`src/rtl/seq_comparator_pkg.sv`:
```
// Shared types for the sequential comparator: FSM state encoding and
// one-hot result codes ordered {gt, eq, lt}.
package cmp_pkg;

    typedef enum logic [1:0] {
        IDLE,
        CMP,
        DONE
    } state_t;

    localparam logic [2:0] GT = 3'b100;
    localparam logic [2:0] EQ = 3'b010;
    localparam logic [2:0] LT = 3'b001;

endpackage

```
`src/rtl/seq_comparator_if.sv`:
```
// Request/result handshake bundle for seq_comparator.
interface seq_comparator_if #(
    parameter int unsigned WIDTH = 16
);
    logic             start_valid;
    logic             start_ready;
    logic [WIDTH-1:0] a;
    logic [WIDTH-1:0] b;
    logic             signed_mode;
    logic             res_valid;
    logic             res_ready;
    logic             a_gt_b;
    logic             a_eq_b;
    logic             a_lt_b;
    logic             busy;

    modport master (
        output start_valid, a, b, signed_mode, res_ready,
        input  start_ready, res_valid, a_gt_b, a_eq_b, a_lt_b, busy
    );

    modport slave (
        input  start_valid, a, b, signed_mode, res_ready,
        output start_ready, res_valid, a_gt_b, a_eq_b, a_lt_b, busy
    );
endinterface

```
`src/rtl/seq_comparator_chunk.sv`:
```
// Combinational unsigned magnitude compare of one CHUNK-bit slice.
module cmp_chunk #(
    parameter int unsigned CHUNK = 4
) (
    input  logic [CHUNK-1:0] x,
    input  logic [CHUNK-1:0] y,
    output logic             gt,
    output logic             eq,
    output logic             lt
);
    assign gt = (x > y);
    assign eq = (x == y);
    assign lt = (x < y);
endmodule

```
`src/rtl/seq_comparator.sv`:
```
// Multi-cycle magnitude comparator, one CHUNK-bit slice per cycle, MSB first.
// Define SEQ_COMPARATOR_EARLY_EXIT_EN to finish on the first differing slice.
module seq_comparator
    import cmp_pkg::*;
#(
    parameter int unsigned WIDTH = 16,
    parameter int unsigned CHUNK = 4
) (
    input logic           clk,
    input logic           rst,
    seq_comparator_if.slave cif
);
    localparam int unsigned NCHUNK = (CHUNK == 0) ? 1 : WIDTH / CHUNK;
    localparam int unsigned IDXW   = (NCHUNK > 1) ? $clog2(NCHUNK) : 1;
    localparam logic [WIDTH-1:0] MSB_MASK = {{(WIDTH-1){1'b0}}, 1'b1} << (WIDTH - 1);

    if ((CHUNK < 1) || ((WIDTH % ((CHUNK == 0) ? 1 : CHUNK)) != 0)) begin : g_bad_cfg
        $fatal(1, "seq_comparator: CHUNK must be >= 1 and divide WIDTH");
    end

    state_t           state_q, state_d;
    logic [WIDTH-1:0] a_q, b_q;
    logic [IDXW-1:0]  idx_q;
    logic             decided_q;
    logic [2:0]       res_q;
    logic [CHUNK-1:0] a_sl, b_sl;
    logic             c_gt, c_eq, c_lt;
    logic             last_chunk;

    always_comb begin
        a_sl = '0;
        b_sl = '0;
        for (int unsigned i = 0; i < NCHUNK; i++) begin
            if (idx_q == IDXW'(i)) begin
                a_sl = a_q[i*CHUNK +: CHUNK];
                b_sl = b_q[i*CHUNK +: CHUNK];
            end
        end
    end

    cmp_chunk #(.CHUNK(CHUNK)) u_chunk (
        .x  (a_sl),
        .y  (b_sl),
        .gt (c_gt),
        .eq (c_eq),
        .lt (c_lt)
    );

    assign last_chunk = (idx_q == '0);

    always_ff @(posedge clk) begin
        if (rst) state_q <= IDLE;
        else     state_q <= state_d;
    end

    always_comb begin
        state_d         = state_q;
        cif.start_ready = 1'b0;
        cif.res_valid   = 1'b0;
        cif.busy        = 1'b0;
        unique case (state_q)
            IDLE: begin
                cif.start_ready = 1'b1;
                if (cif.start_valid) state_d = CMP;
            end
            CMP: begin
                cif.busy = 1'b1;
`ifdef SEQ_COMPARATOR_EARLY_EXIT_EN
                if (last_chunk || !c_eq) state_d = DONE;
`else
                if (last_chunk) state_d = DONE;
`endif
            end
            DONE: begin
                cif.busy      = 1'b1;
                cif.res_valid = 1'b1;
                if (cif.res_ready) state_d = IDLE;
            end
            default: state_d = IDLE;
        endcase
        // Reset forces the idle-looking outputs even before the edge lands.
        if (rst) begin
            cif.start_ready = 1'b1;
            cif.res_valid   = 1'b0;
            cif.busy        = 1'b0;
        end
    end

    // Signed compare becomes unsigned once both sign bits are inverted.
    always_ff @(posedge clk) begin
        if (rst) begin
            a_q       <= '0;
            b_q       <= '0;
            idx_q     <= '0;
            decided_q <= 1'b0;
            res_q     <= '0;
        end else begin
            unique case (state_q)
                IDLE: begin
                    if (cif.start_valid) begin
                        a_q       <= cif.a ^ (cif.signed_mode ? MSB_MASK : '0);
                        b_q       <= cif.b ^ (cif.signed_mode ? MSB_MASK : '0);
                        idx_q     <= IDXW'(NCHUNK - 1);
                        decided_q <= 1'b0;
                        res_q     <= '0;
                    end
                end
                CMP: begin
                    if (!decided_q && !c_eq) begin
                        res_q     <= {c_gt, 1'b0, c_lt};
                        decided_q <= 1'b1;
                    end else if (last_chunk && !decided_q) begin
                        res_q <= EQ;
                    end
                    idx_q <= idx_q - 1'b1;
                end
                default: ;
            endcase
        end
    end

    assign cif.a_gt_b = |(res_q & GT) & ~rst;
    assign cif.a_eq_b = |(res_q & EQ) & ~rst;
    assign cif.a_lt_b = |(res_q & LT) & ~rst;
endmodule

```
`src/flat_wrapper.sv`:
```
// flat-port wrapper written by rule: the top's interface ports become plain ports
module seq_comparator_flat import cmp_pkg::*;
#(
    parameter int unsigned WIDTH = 16,
    parameter int unsigned CHUNK = 4
)
  (clk, rst, cif_start_valid, cif_a, cif_b, cif_signed_mode, cif_res_ready, cif_start_ready, cif_res_valid, cif_a_gt_b, cif_a_eq_b, cif_a_lt_b, cif_busy);
  seq_comparator_if #(.WIDTH(WIDTH)) cif_i ();
  input logic clk;
  input logic rst;
  input wire logic [$bits(cif_i.start_valid)-1:0] cif_start_valid;
  input wire logic [$bits(cif_i.a)-1:0] cif_a;
  input wire logic [$bits(cif_i.b)-1:0] cif_b;
  input wire logic [$bits(cif_i.signed_mode)-1:0] cif_signed_mode;
  input wire logic [$bits(cif_i.res_ready)-1:0] cif_res_ready;
  output wire logic [$bits(cif_i.start_ready)-1:0] cif_start_ready;
  output wire logic [$bits(cif_i.res_valid)-1:0] cif_res_valid;
  output wire logic [$bits(cif_i.a_gt_b)-1:0] cif_a_gt_b;
  output wire logic [$bits(cif_i.a_eq_b)-1:0] cif_a_eq_b;
  output wire logic [$bits(cif_i.a_lt_b)-1:0] cif_a_lt_b;
  output wire logic [$bits(cif_i.busy)-1:0] cif_busy;
  assign cif_i.start_valid = cif_start_valid;
  assign cif_i.a = cif_a;
  assign cif_i.b = cif_b;
  assign cif_i.signed_mode = cif_signed_mode;
  assign cif_i.res_ready = cif_res_ready;
  assign cif_start_ready = cif_i.start_ready;
  assign cif_res_valid = cif_i.res_valid;
  assign cif_a_gt_b = cif_i.a_gt_b;
  assign cif_a_eq_b = cif_i.a_eq_b;
  assign cif_a_lt_b = cif_i.a_lt_b;
  assign cif_busy = cif_i.busy;
  seq_comparator #(.WIDTH(WIDTH), .CHUNK(CHUNK)) u_core (.clk(clk), .rst(rst), .cif(cif_i));
endmodule
```
`config.mk`:
```
export PLATFORM = sky130hd
export DESIGN_NAME = seq_comparator_flat
export DESIGN_NICKNAME = d
export VERILOG_FILES = /design/src/rtl/seq_comparator_pkg.sv /design/src/rtl/seq_comparator_if.sv /design/src/rtl/seq_comparator_chunk.sv /design/src/rtl/seq_comparator.sv /design/src/flat_wrapper.sv
export SDC_FILE = /design/constraint.sdc
export NUM_CORES = 1
export LEC_CHECK = 0
export ABC_AREA = 0
export ABC_CLOCK_PERIOD_IN_PS = 2500
export CORE_MARGIN = 4
export CORE_UTILIZATION = 47
export CTS_BUF_LIST = sky130_fd_sc_hd__clkbuf_2 sky130_fd_sc_hd__clkbuf_4 sky130_fd_sc_hd__clkbuf_8
export DETAILED_ROUTE_END_ITERATION = 7
export GPL_TIMING_DRIVEN = 0
export PLACE_DENSITY = 0.8
export SLEW_MARGIN = 0
export SYNTH_ARGS = -nofsm -noshare
export SYNTH_HDL_FRONTEND = slang
export SYNTH_HIERARCHICAL = 1
export SYNTH_SLANG_ARGS = --single-unit
```
`constraint.sdc`:
```
create_clock -name clk -period 2.5 [get_ports clk]
set_clock_uncertainty 0.05 [all_clocks]
set_input_delay 0.5 -clock clk [delete_from_list [all_inputs] [get_ports clk]]
set_output_delay 0.5 -clock clk [all_outputs]
set_load 0.005 [all_outputs]
```
==> results.cfg <==
[logic_synthesis]
synth_seq_cells = 40
synth_mux_area_share_pct = 0.504
synth_fa_ha_area_share_pct = 6.93
synth_top_area_cell = dfxtp_1
post-synth-top-count-cell = nand2_1
seq_area_frac_synth_pct = 40.3
synth_top_cell_area_share_pct = 40.3
netlist_instances = 263
yosys.cell_types.count = 31
yosys.area_share.simple_pct = 21.2
synth-compound-area-share_pct = 22.8
avgSynthCellArea_sq_um = 7.55
synth_xor_area_share_pct = 0.882
synth_top_family_by_area = compound AO/OA/AOI/OAI gates
synth_edf_count = 0
syn_area_sq_mm = 0.00199
synthesis.nets = 311
yosys-top-cells-area = dfxtp_1, nand2_1, a21oi_1
synth.top_cells.by_count = nand2_1, a21oi_1, dfxtp_1
yosysWarnings = 6
synth_ff_type = dfxtp_1
synth-async-reset-ratio_pct = 0

[power]
powerDensity_mw_per_mm2 = 1100
intPower_mw = 1.83
clockPowerShare_pct = 19.3
switchingPower_mw = 1.17
power_frac_seq_pct = 29.4
comb_power_share_pct = 51.3
switching_share_pct = 38.9
p_leak_nw = 1.05
ir_drop_uv = 714

[status]
outcome = finished clean

[worst_setup_path]
timing.rr.end = u_core/res_q[2]
path_cells = clkdlybuf4s50_1 -> buf_6 -> buf_2 -> nor2_2 -> clkdlybuf4s50_1
cp_slowest_stage_delay_ns = 0.50
critPathCaptureType = output port
rr_worst_depth = 13
reg2reg_slack_ns = 0.13
path_max_fanout = 10
critPathRequiredTime_ns = 1.95
crit_family = buffers and inverters
worst-setup-path-type = in -> out
crit_top_cell = clkdlybuf4s50_1
path_buf_inv = 4
cpMaxStageDelayCell = clkdlybuf4s50_1
arrival_ns = 1.87
timing.rr.start = u_core/idx_q[0]
start_kind = input port

[routing]
avgRoutedWirePerCell_microns = 13.8
ant_nets = 0
drt_wl_total_microns = 5060
drt_first_pass_iters = 4
drc_errors = 0
drt-initial-drc-count = 129
drt-vias-per-instance = 5.20
via_count = 1914

[sta]
slew_headroom_pct = 70.6
layout_setup_ws_ns = 0.0778
finalMaxSlewViolations = 0
hold_violations = 0
fmax_ghz = 0.413
fin_crit_ns = 2.42
setup_viol = 0
tightest_slew_ns = 0.441
finalCritPeriodShare_pct = 96.9

[clock_network]
htree_num_levels = 2
cts_tree = yes
clk_latency_ns = 0.30
cts_buffers = 5
ctsHoldBuffers = 0
path_clk_slew_ns = 0.07
clkSinkCount = 40
root_buffer = clkbuf_8
clockBufferDepth = 2

[worst_hold_path]
worstHoldStart = u_core/b_q[8]
holdPathStages = 2
worstHoldEndpoint = u_core/b_q[8]
min_path_type = reg -> reg

[finish]
area_growth_pct = 37.7
fin_util_pct = 67.4
drive_gt1_share_pct = 14.8
diodes = 0
fin_nets = 365
layout.area.seq_sq_um = 808
fin_area_sq_mm = 0.00274
multi_input_comb_area_sq_mm = 0.00110
fill_cells = 353

[die]
ios = 43
die_w_microns = 73
core-area_sq_mm = 0.00406
die_h_microns = 73
die-area_sq_mm = 0.00533
initial_core_util_pct = 48.9
num_rows = 23

[job]
maxCapViolCount = 0

[place]
port_buffers = 42
routabilityCongestion = 0.792
placed_cell_area_sq_mm = 0.00247
preCtsSetupSlack_ns = -0.260
place_hpwl_microns = 3420

[global_route]
grt_max_degree = 13
grt_first_pass_wirelength_microns = 7980
grtUsageTotal_pct = 19.2
first_global_vias = 1809
grt-ovfl-total = 0
antenna_found_initial = 0
[through the flow]
step | hold WS [ns] | setup TNS [ns] | cells | total power [mW]
floorplan | 0.383 | 0 | 263 | 1.80
global placement | 0.390 | -0.976 | 355 | 2.11
detailed placement | 0.397 | -1.09 | 355 | 2.14
CTS | 0.410 | 0 | 362 | 2.78
global route | 0.432 | -0.00224 | 368 | 3.22
finish | 0.413 | 0 | 368 | 3.00
[logic make-up (layout without fill, tap and decap cells)]
kind of cell	count (synthesis)	after routing
AOI/OAI and AO/OA	79	79
and+or+nand+nor	101	101
DFF	40	40
buffers and inverters	29	84
muxes	1	1
adders and majority gates	11	11
xor gates and xnor gates	2	2
[layout by cell type (no fill, tap or decap), types with 7 or more instances in the layout]
cell type         n
nand2_1          79
a21oi_1          41
o21ai_0          19
inv_1            10
dfxtp_1          38
ha_1              8
buf_4             7
clkdlybuf4s50_1  40
clkbuf_8          7
[tightest hold or removal path, stage by stage, from the launching register on]
cell	delay, ns
dfxtp_1	0.31
nand2_1	0.05
a21oi_1	0.05
[layer usage]
layer | global-route usage, % | up-vias | routed length, microns
met1 | 24.1 | 878 | 2230
met3 | 6.20 | 8 | 347
li1 | - | 977 | -
met5 | 0 | - | 0
met2 | 30.6 | 51 | 2410
met4 | 7.17 | 0 | 70
[registers in the layout (all words and copies together), names as in the netlist]
name              cells
u_core/a_q           16
u_core/state_q        2
u_core/b_q           16
u_core/decided_q      1
u_core/res_q          3
u_core/idx_q          2
[power groups by stage]
stage / clock network [mW] / registers, mW / logic (mW)
global route: 0.619 / 0.899 / 1.70
floorplan: 0 / 0.846 / 0.958
CTS: 0.588 / 0.861 / 1.33
global placement: 0 / 0.863 / 1.25
finish: 0.579 / 0.880 / 1.54
detailed placement: 0 / 0.868 / 1.27
[worst max path at each step]
stage / start / end / slack (ns) / cells past startpoint
final: rst / cif_res_valid / 0.08 / 5
after floorplan: u_core/idx_q[1] / u_core/res_q[0] / 0.14 / 13
after detailed placement: u_core/idx_q[0] / u_core/res_q[0] / -0.26 / 13
after global routing: u_core/idx_q[1] / u_core/res_q[2] / -0.002 / 13
after global placement: u_core/idx_q[0] / u_core/res_q[0] / -0.22 / 13
after CTS: u_core/idx_q[1] / u_core/res_q[2] / 0.002 / 14
[area by class of cell]
type	count	share of cell area (%)
tap	50	2.29
timing repair buffer	48	17.0
clock inverter	1	1.10
buffer	15	4.21
inverter	13	1.97
sequential	40	29.6
clock buffer	7	3.52
multi-input combinational	194	40.4
[what timing repair did]
| item | CTS | global route |
|---|---|---|
| gates resized for setup | 16 | 22 |
| gates cloned | 0 | 1 |
| buffers inserted | 0 | 5 |
| pin swaps | 0 | 4 |
| endpoints found under the setup margin | 7 | 6 |
No activity file was read; power rests on OpenSTA's default activity.
